**src/rtl/pipe_reg_bank_elastic_if.sv**
```systemverilog
// Bus bundle for the elastic register bank: control, input beat, output beat, occupancy.
// A beat moves only at a rising edge where valid and ready are both 1; valid never waits on ready.
interface pipe_reg_bank_elastic_if #(
   parameter int WIDTH  = 32,
   parameter int NUM_CH = 4,
   parameter int DEPTH  = 2
);
   localparam int BW = WIDTH * NUM_CH;
   localparam int OW = $clog2(DEPTH + 1);

   logic          enable;
   logic          flush;
   logic          in_valid;
   logic          in_ready;
   logic [BW-1:0] in_data;
   logic          out_valid;
   logic          out_ready;
   logic [BW-1:0] out_data;
   logic [OW-1:0] occupancy;

   modport master (
      output enable, flush, in_valid, in_data, out_ready,
      input  in_ready, out_valid, out_data, occupancy
   );

   modport slave (
      input  enable, flush, in_valid, in_data, out_ready,
      output in_ready, out_valid, out_data, occupancy
   );
endinterface

```
**src/rtl/pipe_reg_bank_elastic.sv**
```systemverilog
// NUM_CH x WIDTH beats carried through DEPTH elastic stages with bubble collapsing,
// flush, global enable and a registered occupancy count.
module pipe_reg_bank_elastic #(
   parameter int WIDTH  = 32,
   parameter int NUM_CH = 4,
   parameter int DEPTH  = 2
) (
   input logic                   clock,
   input logic                   reset,
   pipe_reg_bank_elastic_if.slave bus
);
   localparam int BW = WIDTH * NUM_CH;
   localparam int OW = $clog2(DEPTH + 1);

   logic [DEPTH-1:0] v;
   logic [DEPTH-1:0] v_nxt;
   logic [DEPTH-1:0] adv;
   logic [BW-1:0]    d [DEPTH];
   logic [OW-1:0]    occ;
   logic [OW-1:0]    occ_nxt;
   logic             advance;

   assign advance = bus.enable & ~bus.flush;

   // A stage may move when any stage at or after it is empty or the output drains;
   // written as a flat OR so the ready chain has no self-referencing vector.
   always_comb begin
      logic any_free;
      any_free = 1'b0;
      adv      = '0;
      for (int i = 0; i < DEPTH; i++) begin
         any_free = bus.out_ready;
         for (int j = i; j < DEPTH; j++) begin
            any_free = any_free | ~v[j];
         end
         adv[i] = any_free;
      end
   end

   always_comb begin
      v_nxt = v;
      if (bus.flush) begin
         v_nxt = '0;
      end else if (bus.enable) begin
         if (adv[0]) v_nxt[0] = bus.in_valid;
         for (int i = 1; i < DEPTH; i++) begin
            if (adv[i]) v_nxt[i] = v[i-1];
         end
      end
   end

   always_comb begin
      occ_nxt = '0;
      for (int i = 0; i < DEPTH; i++) begin
         occ_nxt = occ_nxt + OW'(v_nxt[i]);
      end
   end

   always_ff @(posedge clock or negedge reset) begin
      if (!reset) begin
         v   <= '0;
         occ <= '0;
      end else begin
         v   <= v_nxt;
         occ <= occ_nxt;
      end
   end

   // Data only loads from a valid source, so an emptied stage keeps its last beat.
   always_ff @(posedge clock or negedge reset) begin
      if (!reset) begin
         for (int i = 0; i < DEPTH; i++) d[i] <= '0;
      end else if (advance) begin
         if (adv[0] && bus.in_valid) d[0] <= bus.in_data;
         for (int i = 1; i < DEPTH; i++) begin
            if (adv[i] && v[i-1]) d[i] <= d[i-1];
         end
      end
   end

   assign bus.in_ready  = advance & adv[0];
   assign bus.out_valid = bus.enable & v[DEPTH-1];
   assign bus.out_data  = d[DEPTH-1];
   assign bus.occupancy = occ;
endmodule

```
**src/flat_wrapper.sv**
```systemverilog
// flat-port wrapper written by rule: the top's interface ports become plain ports
module pipe_reg_bank_elastic_flat 
#(
   parameter int WIDTH  = 32,
   parameter int NUM_CH = 4,
   parameter int DEPTH  = 2
)
  (clock, reset, bus_enable, bus_flush, bus_in_valid, bus_in_data, bus_out_ready, bus_in_ready, bus_out_valid, bus_out_data, bus_occupancy);
  pipe_reg_bank_elastic_if #(.WIDTH(WIDTH), .NUM_CH(NUM_CH), .DEPTH(DEPTH)) bus_i ();
  input logic clock;
  input logic reset;
  input wire logic [$bits(bus_i.enable)-1:0] bus_enable;
  input wire logic [$bits(bus_i.flush)-1:0] bus_flush;
  input wire logic [$bits(bus_i.in_valid)-1:0] bus_in_valid;
  input wire logic [$bits(bus_i.in_data)-1:0] bus_in_data;
  input wire logic [$bits(bus_i.out_ready)-1:0] bus_out_ready;
  output wire logic [$bits(bus_i.in_ready)-1:0] bus_in_ready;
  output wire logic [$bits(bus_i.out_valid)-1:0] bus_out_valid;
  output wire logic [$bits(bus_i.out_data)-1:0] bus_out_data;
  output wire logic [$bits(bus_i.occupancy)-1:0] bus_occupancy;
  assign bus_i.enable = bus_enable;
  assign bus_i.flush = bus_flush;
  assign bus_i.in_valid = bus_in_valid;
  assign bus_i.in_data = bus_in_data;
  assign bus_i.out_ready = bus_out_ready;
  assign bus_in_ready = bus_i.in_ready;
  assign bus_out_valid = bus_i.out_valid;
  assign bus_out_data = bus_i.out_data;
  assign bus_occupancy = bus_i.occupancy;
  pipe_reg_bank_elastic #(.WIDTH(WIDTH), .NUM_CH(NUM_CH), .DEPTH(DEPTH)) u_core (.clock(clock), .reset(reset), .bus(bus_i));
endmodule
```
**config.mk**
```make
export PLATFORM = sky130hd
export DESIGN_NAME = pipe_reg_bank_elastic_flat
export DESIGN_NICKNAME = d
export VERILOG_FILES = /design/src/rtl/pipe_reg_bank_elastic_if.sv /design/src/rtl/pipe_reg_bank_elastic.sv /design/src/flat_wrapper.sv
export SDC_FILE = /design/constraint.sdc
export NUM_CORES = 1
export LEC_CHECK = 0
export BUFFER_PORTS_ARGS = -buffer_cell sky130_fd_sc_hd__buf_2
export CAP_MARGIN = 20
export CORE_MARGIN = 8
export CORE_UTILIZATION = 40
export CTS_CLUSTER_DIAMETER = 50
export DETAILED_ROUTE_END_ITERATION = 8
export PLACE_DENSITY = 0.7
export SLEW_MARGIN = 20
export SYNTH_ARGS = -nofsm -noshare
export SYNTH_HDL_FRONTEND = slang
export SYNTH_SLANG_ARGS = --single-unit
```
**constraint.sdc**
```tcl
create_clock -name clock -period 1.95 [get_ports clock]
set_clock_uncertainty 0.2 [all_clocks]
set_input_delay 0.195 -clock clock [delete_from_list [all_inputs] [get_ports clock]]
set_output_delay 0.195 -clock clock [all_outputs]
set_load 0.05 [all_outputs]
```
==> impl_metrics.ini, run 1 <==
[status]
status = finished, violations left
violations = negative setup slack

[drt]
vias_per_cell = 4.48
drtAntennaViolNets = 0
drtIter0Drc = 200
via_count = 6345
drt-wirelength-per-cell_um = 18.7
drcViolationCount = 0
first_pass_iters = 4
wirelength_um = 26500

[setup_path]
endpoint_kind = register
r2r-start = u_core.v[1]$_DFF_PN0_
worstPathArrival_ns = 2.14
rr_worst_depth = 4
path_class = register to register
cp-endpoint = u_core.bus.out_data[95]$_DFFE_PN0P_
r2r_setup_slack_ns = -0.02
crit_required_ns = 2.12
rr_endpoint = u_core.bus.out_data[95]$_DFFE_PN0P_
startpoint = u_core.v[1]$_DFF_PN0_
start_kind = register
critPathMaxFanout = 23

[cts]
cts.sinks = 260
path_clk_slew_ns = 0.06
cts_buffer_depth = 3
clkLatencyLatePin_ns = 0.49
htree_levels = 2
cts-root-buf = clkbuf_16
tritoncts = done
cts_buffers = 34

[timing]
min_period_ns = 1.97
setup_ws_ns = -0.0169
slew_viol_final = 0
setup_violations = 7
tightest_slew_ns = 0.472
rsz0062_at_grt = yes
timing.final.crit_share_pct = 101
fmax_mhz = 508
relSlewSlack_pct = 68.6
hold_ws_ns = 0.0665
hold_viol_final = 0

[global_routing]
grt_pass1_wl_um = 39600
grt_overflow = 0
grt_start_max_net_pins = 82
antenna_found_initial = 0
grt_use_total_pct = 14.7
grt_pass1_vias = 7145

[flow_run]
max-cap-violations = 0

[floorplanning]
initial_utilization_pct = 40.6
die_area_mm2 = 0.0337
ios = 266
core.rowCount = 61
die_height_um = 184
coreArea_mm2 = 0.0277
die_w_um = 184

[yosys]
synth_xor_area_share_pct = 0
synth_fp_nets = 822
synthSimpleGateAreaFrac_pct = 0.367
netlist_area_mm2 = 0.0112
synth_warnings = 0
synthAdderAreaFrac_pct = 0.111
muxShareOfSynthArea_pct = 29.6
synth_top_family_by_area = multiplexers
synth_compound_area_share_pct = 0.267
synth_top_area_share_pct = 57.9
avgSynthCellArea_um2 = 16.4
synthTopCellsByArea = dfrtp_1 58%, mux2_4 16%, mux2_2 14%
synth_seq_cells = 260
syn-instance-count = 687
seq_area_frac_synth_pct = 57.9
yosysUniqueCellTypes = 19
yosysTopAreaCell = dfrtp_1

[placed_design]
place_congestion = 0.723
dp_hpwl_um = 16000
post-place-ws_ns = -0.0556
port_buffers = 265

[power]
intPower_mw = 13.5
sw_frac_of_total_pct = 37.1
powerDensity_mw_per_mm2 = 1430
vdd_ir_drop_max_mv = 0.830
seqPwrFrac_pct = 36.1
p_leak_nw = 7.47
power.net_switching_mw = 7.99
pwr-share-clk_pct = 29.2
p_comb_share_pct = 34.7

[layout]
syn_to_final_growth_pct = 33.7
fin_nets = 1149
drive_above_1_share_pct = 60.5
antenna_cells = 0

[min_path]
min_path_type = input pin to register
## synthesized netlist by cell type
cell,number
dfrtp_1,260
buf_4,140
mux2_2,136
mux2_4,120
buf_12,11
buf_6,3
a21oi_1,2
buf_2,2
inv_1,2
nand2_1,2
a211oi_1,1
a22oi_1,1
and2_1,1
ha_1,1
nand2b_1,1
nor2_1,1
nor2b_1,1
o21ai_0,1
or3b_4,1
## cells in the final DEF, fill, tap and decap left out, drive strengths merged, types with 2 or more instances in the layout
cell type,instances
a21oi,2
buf,304
bufinv,2
clkbuf,58
clkinv,3
clkinvlp,2
dfrtp,260
dlygate4sd3,133
inv,5
mux2,256
nand2,2
or3b,3
## worst min path at each step
stage	startpoint	depth (start not counted)	slack [ns]	endpoint
final	bus_enable	5	0.07	u_core.v[0]$_DFF_PN0_
after global routing	reset	3	0.09	u_core.bus.out_data[21]$_DFFE_PN0P_
after CTS	bus_out_ready	5	0.02	u_core.bus.occupancy[0]$_DFF_PN0_
after detailed placement	reset	1	-0.13	u_core.d[152]$_DFFE_PN0P_
after global placement	reset	1	-0.13	u_core.d[152]$_DFFE_PN0P_
after floorplan	reset	0	-0.30	u_core.bus.occupancy[0]$_DFF_PN0_
## routing by layer
layer / up-vias / GRT usage [%] / wire length [um]
met2: 218 / 24.0 / 12600
met4: 0 / 5.60 / 791
met1: 3185 / 17.9 / 11100
met5: - / 0 / 0
li1: 2890 / - / -
met3: 52 / 4.86 / 1980
## sequential cells by signal (all words and copies together), names as in the netlist
| register | cells |
|---|---|
| u_core.bus.out_data | 128 |
| u_core.d | 128 |
| u_core.bus.occupancy | 2 |
| u_core.v | 2 |
## power groups by stage
stage | registers, mW | clock network [mW] | logic (mW)
after floorplan | 7.55 | 0 | 7.08
after global placement | 7.78 | 0 | 7.12
after detailed placement | 7.81 | 0 | 7.24
after CTS | 7.75 | 6.45 | 7.46
after global routing | 7.96 | 6.66 | 7.80
final | 7.77 | 6.27 | 7.48
## timing repair
item,in CTS,in global routing
setup buffers,0,5
gates cloned,1,12
pin swaps,1,3
hold endpoints to repair,392,0
hold buffers,134,0
setup endpoints to repair,69,207
gates resized for setup,6,20
## logic make-up (layout without fill, tap and decap cells)
kind of cell / count (synthesis) / count (layout)
AO/OA/AOI/OAI: 5 / 5
adder cells (fa/ha/maj): 1 / 1
buffers and inverters: 158 / 507
flip-flops: 260 / 260
multiplexers: 256 / 256
AND/OR/NAND/NOR: 7 / 9
## final cells by class
class / instances / area (um^2)
fillers: 2148 / 12700
flip-flops and latches: 260 / 6510
multi-input cells: 271 / 3470
repair buffers: 445 / 3420
clock buffers: 50 / 1030
well taps: 378 / 473
clock inverters: 10 / 123
inverters: 2 / 7.51
## through the flow
| stage | instance area [um^2] | setup TNS (ns) | instances | power (mW) | utilization, % |
|---|---|---|---|---|---|
| floorplan | 11200 | 0 | 687 | 14.6 | - |
| global placement | 12100 | -0.101 | 1204 | 14.9 | 43.7 |
| detailed placement | 12100 | -1.14 | 1204 | 15.0 | 43.7 |
| CTS | 14700 | -0.335 | 1399 | 21.7 | 52.9 |
| global route | 15000 | -2.31 | 1416 | 22.4 | 54.3 |
| finish | 15000 | -0.0560 | 1416 | 21.5 | 54.3 |
## worst max-delay path, cell delays in order, from the launching register on
cell and delay (ns):
dfrtp_1 0.38, nor2b_4 0.16, or3b_4 0.53, buf_16 0.24
mux2_4 0.32
Power figures use the tool's default switching activity.
==> run 2, diff against run 1 <==
--- a/config.mk
+++ b/config.mk
@@ -5,13 +5,13 @@
 export SDC_FILE = /design/constraint.sdc
 export NUM_CORES = 1
 export LEC_CHECK = 0
-export BUFFER_PORTS_ARGS = -buffer_cell sky130_fd_sc_hd__buf_2
 export CAP_MARGIN = 20
 export CORE_MARGIN = 8
 export CORE_UTILIZATION = 40
 export CTS_CLUSTER_DIAMETER = 50
 export DETAILED_ROUTE_END_ITERATION = 8
-export PLACE_DENSITY = 0.7
+export DONT_BUFFER_PORTS = 1
+export PLACE_DENSITY = 0.64
 export SLEW_MARGIN = 20
 export SYNTH_ARGS = -nofsm -noshare
 export SYNTH_HDL_FRONTEND = slang
==> impl_metrics.ini, run 2 (synthesized netlist as in run 1, its figures left out) <==
[global_routing]
grt_pass1_vias = 5962
grt_pass1_wl_um = 35600
grt_use_total_pct = 13.2
antenna_found_initial = 0
grt_overflow = 0
grt_start_max_net_pins = 261

[power]
power.net_switching_mw = 7.58
sw_frac_of_total_pct = 38.4
fin_total_pwr_mw = 19.8
powerDensity_mw_per_mm2 = 1480
pwr-share-clk_pct = 29.0
p_comb_share_pct = 12.2
seqPwrFrac_pct = 58.8
p_leak_nw = 6.19
intPower_mw = 12.2
vdd_ir_drop_max_mv = 0.762

[cts]
tritoncts = done
cts-root-buf = clkbuf_16
cts_hold_buf = 134
cts_buffer_depth = 3
clkLatencyLatePin_ns = 0.55
cts.sinks = 260
htree_levels = 1
path_clk_slew_ns = 0.06
cts_buffers = 31

[status]
violations = negative hold slack, negative setup slack
status = finished, violations left

[layout]
regArea_mm2 = 0.00651
fin_nets = 870
final_cell_mix = 260 x dfrtp_1, 136 x mux2_2, 134 x dlygate4sd3_1, 120 x mux2_4, 34 x clkbuf_16
syn_to_final_growth_pct = 18.4
drive_above_1_share_pct = 46.2
fill_cells = 2297
final_cell_area_mm2 = 0.0133
multi_input_area_mm2 = 0.00345
final_util_pct = 48.1
mostFrequentLayoutCell = dfrtp_1

[placed_design]
port_buffers = 0
dp_hpwl_um = 15300
place_congestion = 0.716
place_area_mm2 = 0.0107

[drt]
drtIter0Drc = 165
drtAntennaViolNets = 0
via_count = 5274
wirelength_um = 23100
first_pass_iters = 4
drt-wirelength-per-cell_um = 20.4
vias_per_cell = 4.65
drcViolationCount = 0

[timing]
timing.final.crit_share_pct = 102
setup_violations = 48
setup_ws_ns = -0.0399
relSlewSlack_pct = 36.8
hold_viol_final = 260
fmax_mhz = 503
rsz0062_at_grt = yes
slew_viol_final = 0
tightest_slew_ns = 0.949
min_period_ns = 1.99
hold_ws_ns = -0.849

[setup_path]
path_cells = nor2b_4 > or3b_4 > buf_12 > buf_12 > mux2_4
crit_required_ns = 2.17
endpoint_kind = register
cp_common_cell = buf_12
worstPathArrival_ns = 2.21
max_stage_delay_ns = 0.48
cp_slowest_cell = or3b_4
critPathMaxFanout = 9
start_kind = register
path_class = register to register
r2r-start = u_core.v[1]$_DFF_PN0_
startpoint = u_core.v[1]$_DFF_PN0_

[floorplanning]
core.rowCount = 61
initial_utilization_pct = 40.6
die_height_um = 184
coreArea_mm2 = 0.0277
ios = 266
die_area_mm2 = 0.0337
die_w_um = 184

[min_path]
min_path_type = input pin to async pin

[flow_run]
max-cap-violations = 0
[run 2: stage by stage]
step	setup TNS [ns]	hold WS [ns]	worst slack, ns	instances
2_1_floorplan	0	-0.301	0.0971	687
3_3_place_gp	-2.49	-0.284	-0.0636	932
3_5_place_dp	-3.78	-0.287	-0.0843	932
4_1_cts	-0.187	-0.884	-0.0199	1123
5_1_grt	-4.08	-0.887	-0.0664	1134
6_report	-0.479	-0.849	-0.0399	1135
[run 2: what timing repair did]
item / 4_1_cts / 5_1_grt
pin swaps: 2 / 0
cloned: 0 / 3
gates resized for setup: 6 / 8
setup buffers: 3 / 8
endpoints found under the hold margin: 393 / 260
setup endpoints to repair: 164 / 129
[run 2: path summary, 6_finish.rpt]
path                                                        to  slack (ns)  cells past startpoint
max reg2reg                u_core.bus.out_data[42]$_DFFE_PN0P_       -0.04                      5
min                                  u_core.d[148]$_DFFE_PN0P_       -0.85                      0
min reg2reg                u_core.bus.out_data[61]$_DFFE_PN0P_        0.29                      1
min in group clock         u_core.bus.out_data[80]$_DFFE_PN0P_        0.08                      3
max                        u_core.bus.out_data[42]$_DFFE_PN0P_       -0.04                      5
max in group asynchronous            u_core.d[168]$_DFFE_PN0P_        1.62                      0
[run 2: critical path, delay by kind of cell (launching register included)]
family,cells,cell delay (ns)
mux,1,0.30
flops,1,0.39
buf+inv,2,0.34
simple gates,2,0.63
[run 2: area by class of cell]
type,instances,share of cell area [%]
sequential,260,48.9
multi-input combinational,269,25.9
timing repair buffer,171,13.9
clock buffer,39,6.35
tap,378,3.55
clock inverter,15,1.40
inverter,2,0.0564
antenna,1,0.0188
[run 2: per-layer routing]
layer,wire length (um),track usage (%),up-vias
met2,11500,22.2,188
met4,660,4.29,0
met5,0,0,-
li1,-,-,2341
met3,2190,5.36,44
met1,8750,15.1,2701
[run 2: power groups by stage]
stage / Clock, mW / Sequential [mW] / Combinational, mW
finish: 5.73 / 11.6 / 2.41
global route: 6.12 / 11.8 / 2.58
CTS: 5.90 / 11.7 / 2.40
detailed placement: 0 / 11.8 / 2.16
global placement: 0 / 11.7 / 2.05
floorplan: 0 / 7.55 / 7.08
==> run 3, diff against run 2 <==
--- a/config.mk
+++ b/config.mk
@@ -12,6 +12,7 @@
 export DETAILED_ROUTE_END_ITERATION = 8
 export DONT_BUFFER_PORTS = 1
 export PLACE_DENSITY = 0.64
+export SETUP_SLACK_MARGIN = 0.2
 export SLEW_MARGIN = 20
 export SYNTH_ARGS = -nofsm -noshare
 export SYNTH_HDL_FRONTEND = slang
==> impl_metrics.ini, run 3 (synthesized netlist as in run 1, its figures left out) <==
[status]
status = finished, violations left
violations = negative hold slack

[drt]
m1WireLength_um = 9370
wirelength_um = 23900
via_count = 5238
drtAntennaViolNets = 0
drt-wirelength-per-cell_um = 21.3
drcViolationCount = 0
wl_met3_um = 2230
drtIter0Drc = 172
dr.max_layer_used = met4
first_pass_iters = 4
wl_met2_um = 11600
vias_per_cell = 4.66

[timing]
setup_violations = 0
relSlewSlack_pct = 57.1
timing.final.crit_share_pct = 98.0
min_period_ns = 1.91
hold_viol_final = 261
fmax_mhz = 523
setup_ws_ns = 0.0384
slew_viol_final = 0
tightest_slew_ns = 0.643
hold_ws_ns = -0.787
rsz0062_at_grt = yes

[layout]
fin_nets = 859
final_cell_mix = 260 x dfrtp_1, 159 x mux2_4, 132 x dlygate4sd3_1, 97 x mux2_2, 42 x clkbuf_16
fill_cells = 2229
drive_above_1_share_pct = 45.4
final_cell_area_mm2 = 0.0135
regArea_mm2 = 0.00651
finalNonFillerCells = 1125
syn_to_final_growth_pct = 19.9
multi_input_area_mm2 = 0.00358
mostFrequentLayoutCell = dfrtp_1

[setup_path]
path_buf_inv = 1
path_cells = nor2b_4 > or3b_4 > buf_12 > mux2_4
r2r-start = u_core.v[1]$_DFF_PN0_
crit_required_ns = 2.12
endpoint_kind = register
worstPathArrival_ns = 2.08
start_kind = register
r2r_setup_slack_ns = 0.04
max_stage_delay_ns = 0.42
rr_endpoint = u_core.bus.out_data[41]$_DFFE_PN0P_
rr_worst_depth = 4
path_class = register to register
cp_slowest_cell = or3b_4
critPathMaxFanout = 52
critical-path-top-delay-family = simple AND/OR/NAND/NOR gates

[power]
seqPwrFrac_pct = 57.1
power.net_switching_mw = 7.68
vdd_ir_drop_max_mv = 0.847
sw_frac_of_total_pct = 37.7
pwr-share-clk_pct = 30.5
p_comb_share_pct = 12.4
intPower_mw = 12.7
p_leak_nw = 6.31
powerDensity_mw_per_mm2 = 1510
fin_total_pwr_mw = 20.4

[global_routing]
grt_pass1_wl_um = 35600
grt_start_max_net_pins = 261
grt_use_total_pct = 13.3
antenna_found_initial = 2
grt_pass1_vias = 6086
grt_overflow = 0

[cts]
cts.sinks = 260
cts-root-buf = clkbuf_16
path_clk_slew_ns = 0.06
cts_buffer_depth = 3
tritoncts = done
htree_levels = 2
clkLatencyLatePin_ns = 0.49
cts_buffers = 34

[floorplanning]
core.rowCount = 61
coreArea_mm2 = 0.0277
initial_utilization_pct = 40.6
die_area_mm2 = 0.0337
die_w_um = 184
die_height_um = 184
ios = 266

[placed_design]
place_area_mm2 = 0.0106
post-place-ws_ns = 0.0344
dp_hpwl_um = 14800
port_buffers = 0
place_congestion = 0.708
place_inst = 921

[flow_run]
max-cap-violations = 0

[min_path]
min_path_type = input pin to async pin
-- run 3: cell count changes in the layout (fill, tap and decap cells not counted), sizes merged --
cell         before  now
buf              34   20
clkbuf           42   47
dlygate4sd3     134  132
clkinvlp          2    3
diode             1    2
inv               7    6
-- run 3: worst register-to-register path: stages, from the launching register on --
cell	delay (ns)
dfrtp_1	0.38
nor2b_4	0.14
or3b_4	0.42
buf_12	0.24
mux2_4	0.42
-- run 3: timing repair --
| item | 4_1_cts | 5_1_grt |
|---|---|---|
| endpoints found under the setup margin | 257 | 260 |
| gates cloned | 2 | 6 |
| hold buffers | 131 | 2 |
| hold endpoints to repair | 392 | 265 |
| buffers inserted | 2 | 3 |
| pin swaps | 0 | 1 |
| gates resized for setup | 11 | 40 |
-- run 3: power by group through the flow --
stage | clock network (mW) | registers, mW | logic [mW]
CTS | 6.39 | 11.7 | 2.40
detailed placement | 0 | 11.8 | 2.14
global placement | 0 | 11.7 | 2.03
global route | 6.63 | 11.9 | 2.69
floorplan | 0 | 7.55 | 7.08
finish | 6.22 | 11.6 | 2.52
-- run 3: through the flow --
step | utilization, % | setup TNS [ns]
after floorplan | - | 0
after global placement | 38.2 | 0
after detailed placement | 38.2 | 0
after CTS | 47.5 | 0
after global routing | 48.7 | -0.164
final | 48.7 | 0
-- run 3: layer usage --
metal / vias up / GRT usage, %
met1: 2686 / 15.0
met3: 52 / 5.57
met2: 194 / 22.2
met5: - / 0
li1: 2306 / -
met4: 0 / 5.27
-- run 3: area by class of cell --
type / count / area share (%)
flip-flops and latches: 260 / 48.2
multi-input cells: 269 / 26.6
clock buffers: 42 / 7.15
well taps: 378 / 3.51
inverters: 2 / 0.0557
diodes: 2 / 0.0371
repair buffers: 157 / 13.2
clock inverters: 15 / 1.30
-- run 3: how the worst max path moves through the flow --
| stage | start | to | slack (ns) | cells past startpoint |
|---|---|---|---|---|
| floorplan | u_core.v[1]$_DFF_PN0_ | u_core.bus.out_data[0]$_DFFE_PN0P_ | 0.14 | 5 |
| global placement | u_core.v[1]$_DFF_PN0_ | u_core.bus.out_data[44]$_DFFE_PN0P_ | 0.06 | 4 |
| detailed placement | u_core.v[1]$_DFF_PN0_ | u_core.bus.out_data[41]$_DFFE_PN0P_ | 0.03 | 4 |
| CTS | u_core.v[1]$_DFF_PN0_ | u_core.d[155]$_DFFE_PN0P_ | 0.05 | 5 |
| global route | u_core.v[1]$_DFF_PN0_ | u_core.d[209]$_DFFE_PN0P_ | -0.02 | 6 |
| finish | u_core.v[1]$_DFF_PN0_ | u_core.bus.out_data[41]$_DFFE_PN0P_ | 0.04 | 4 |
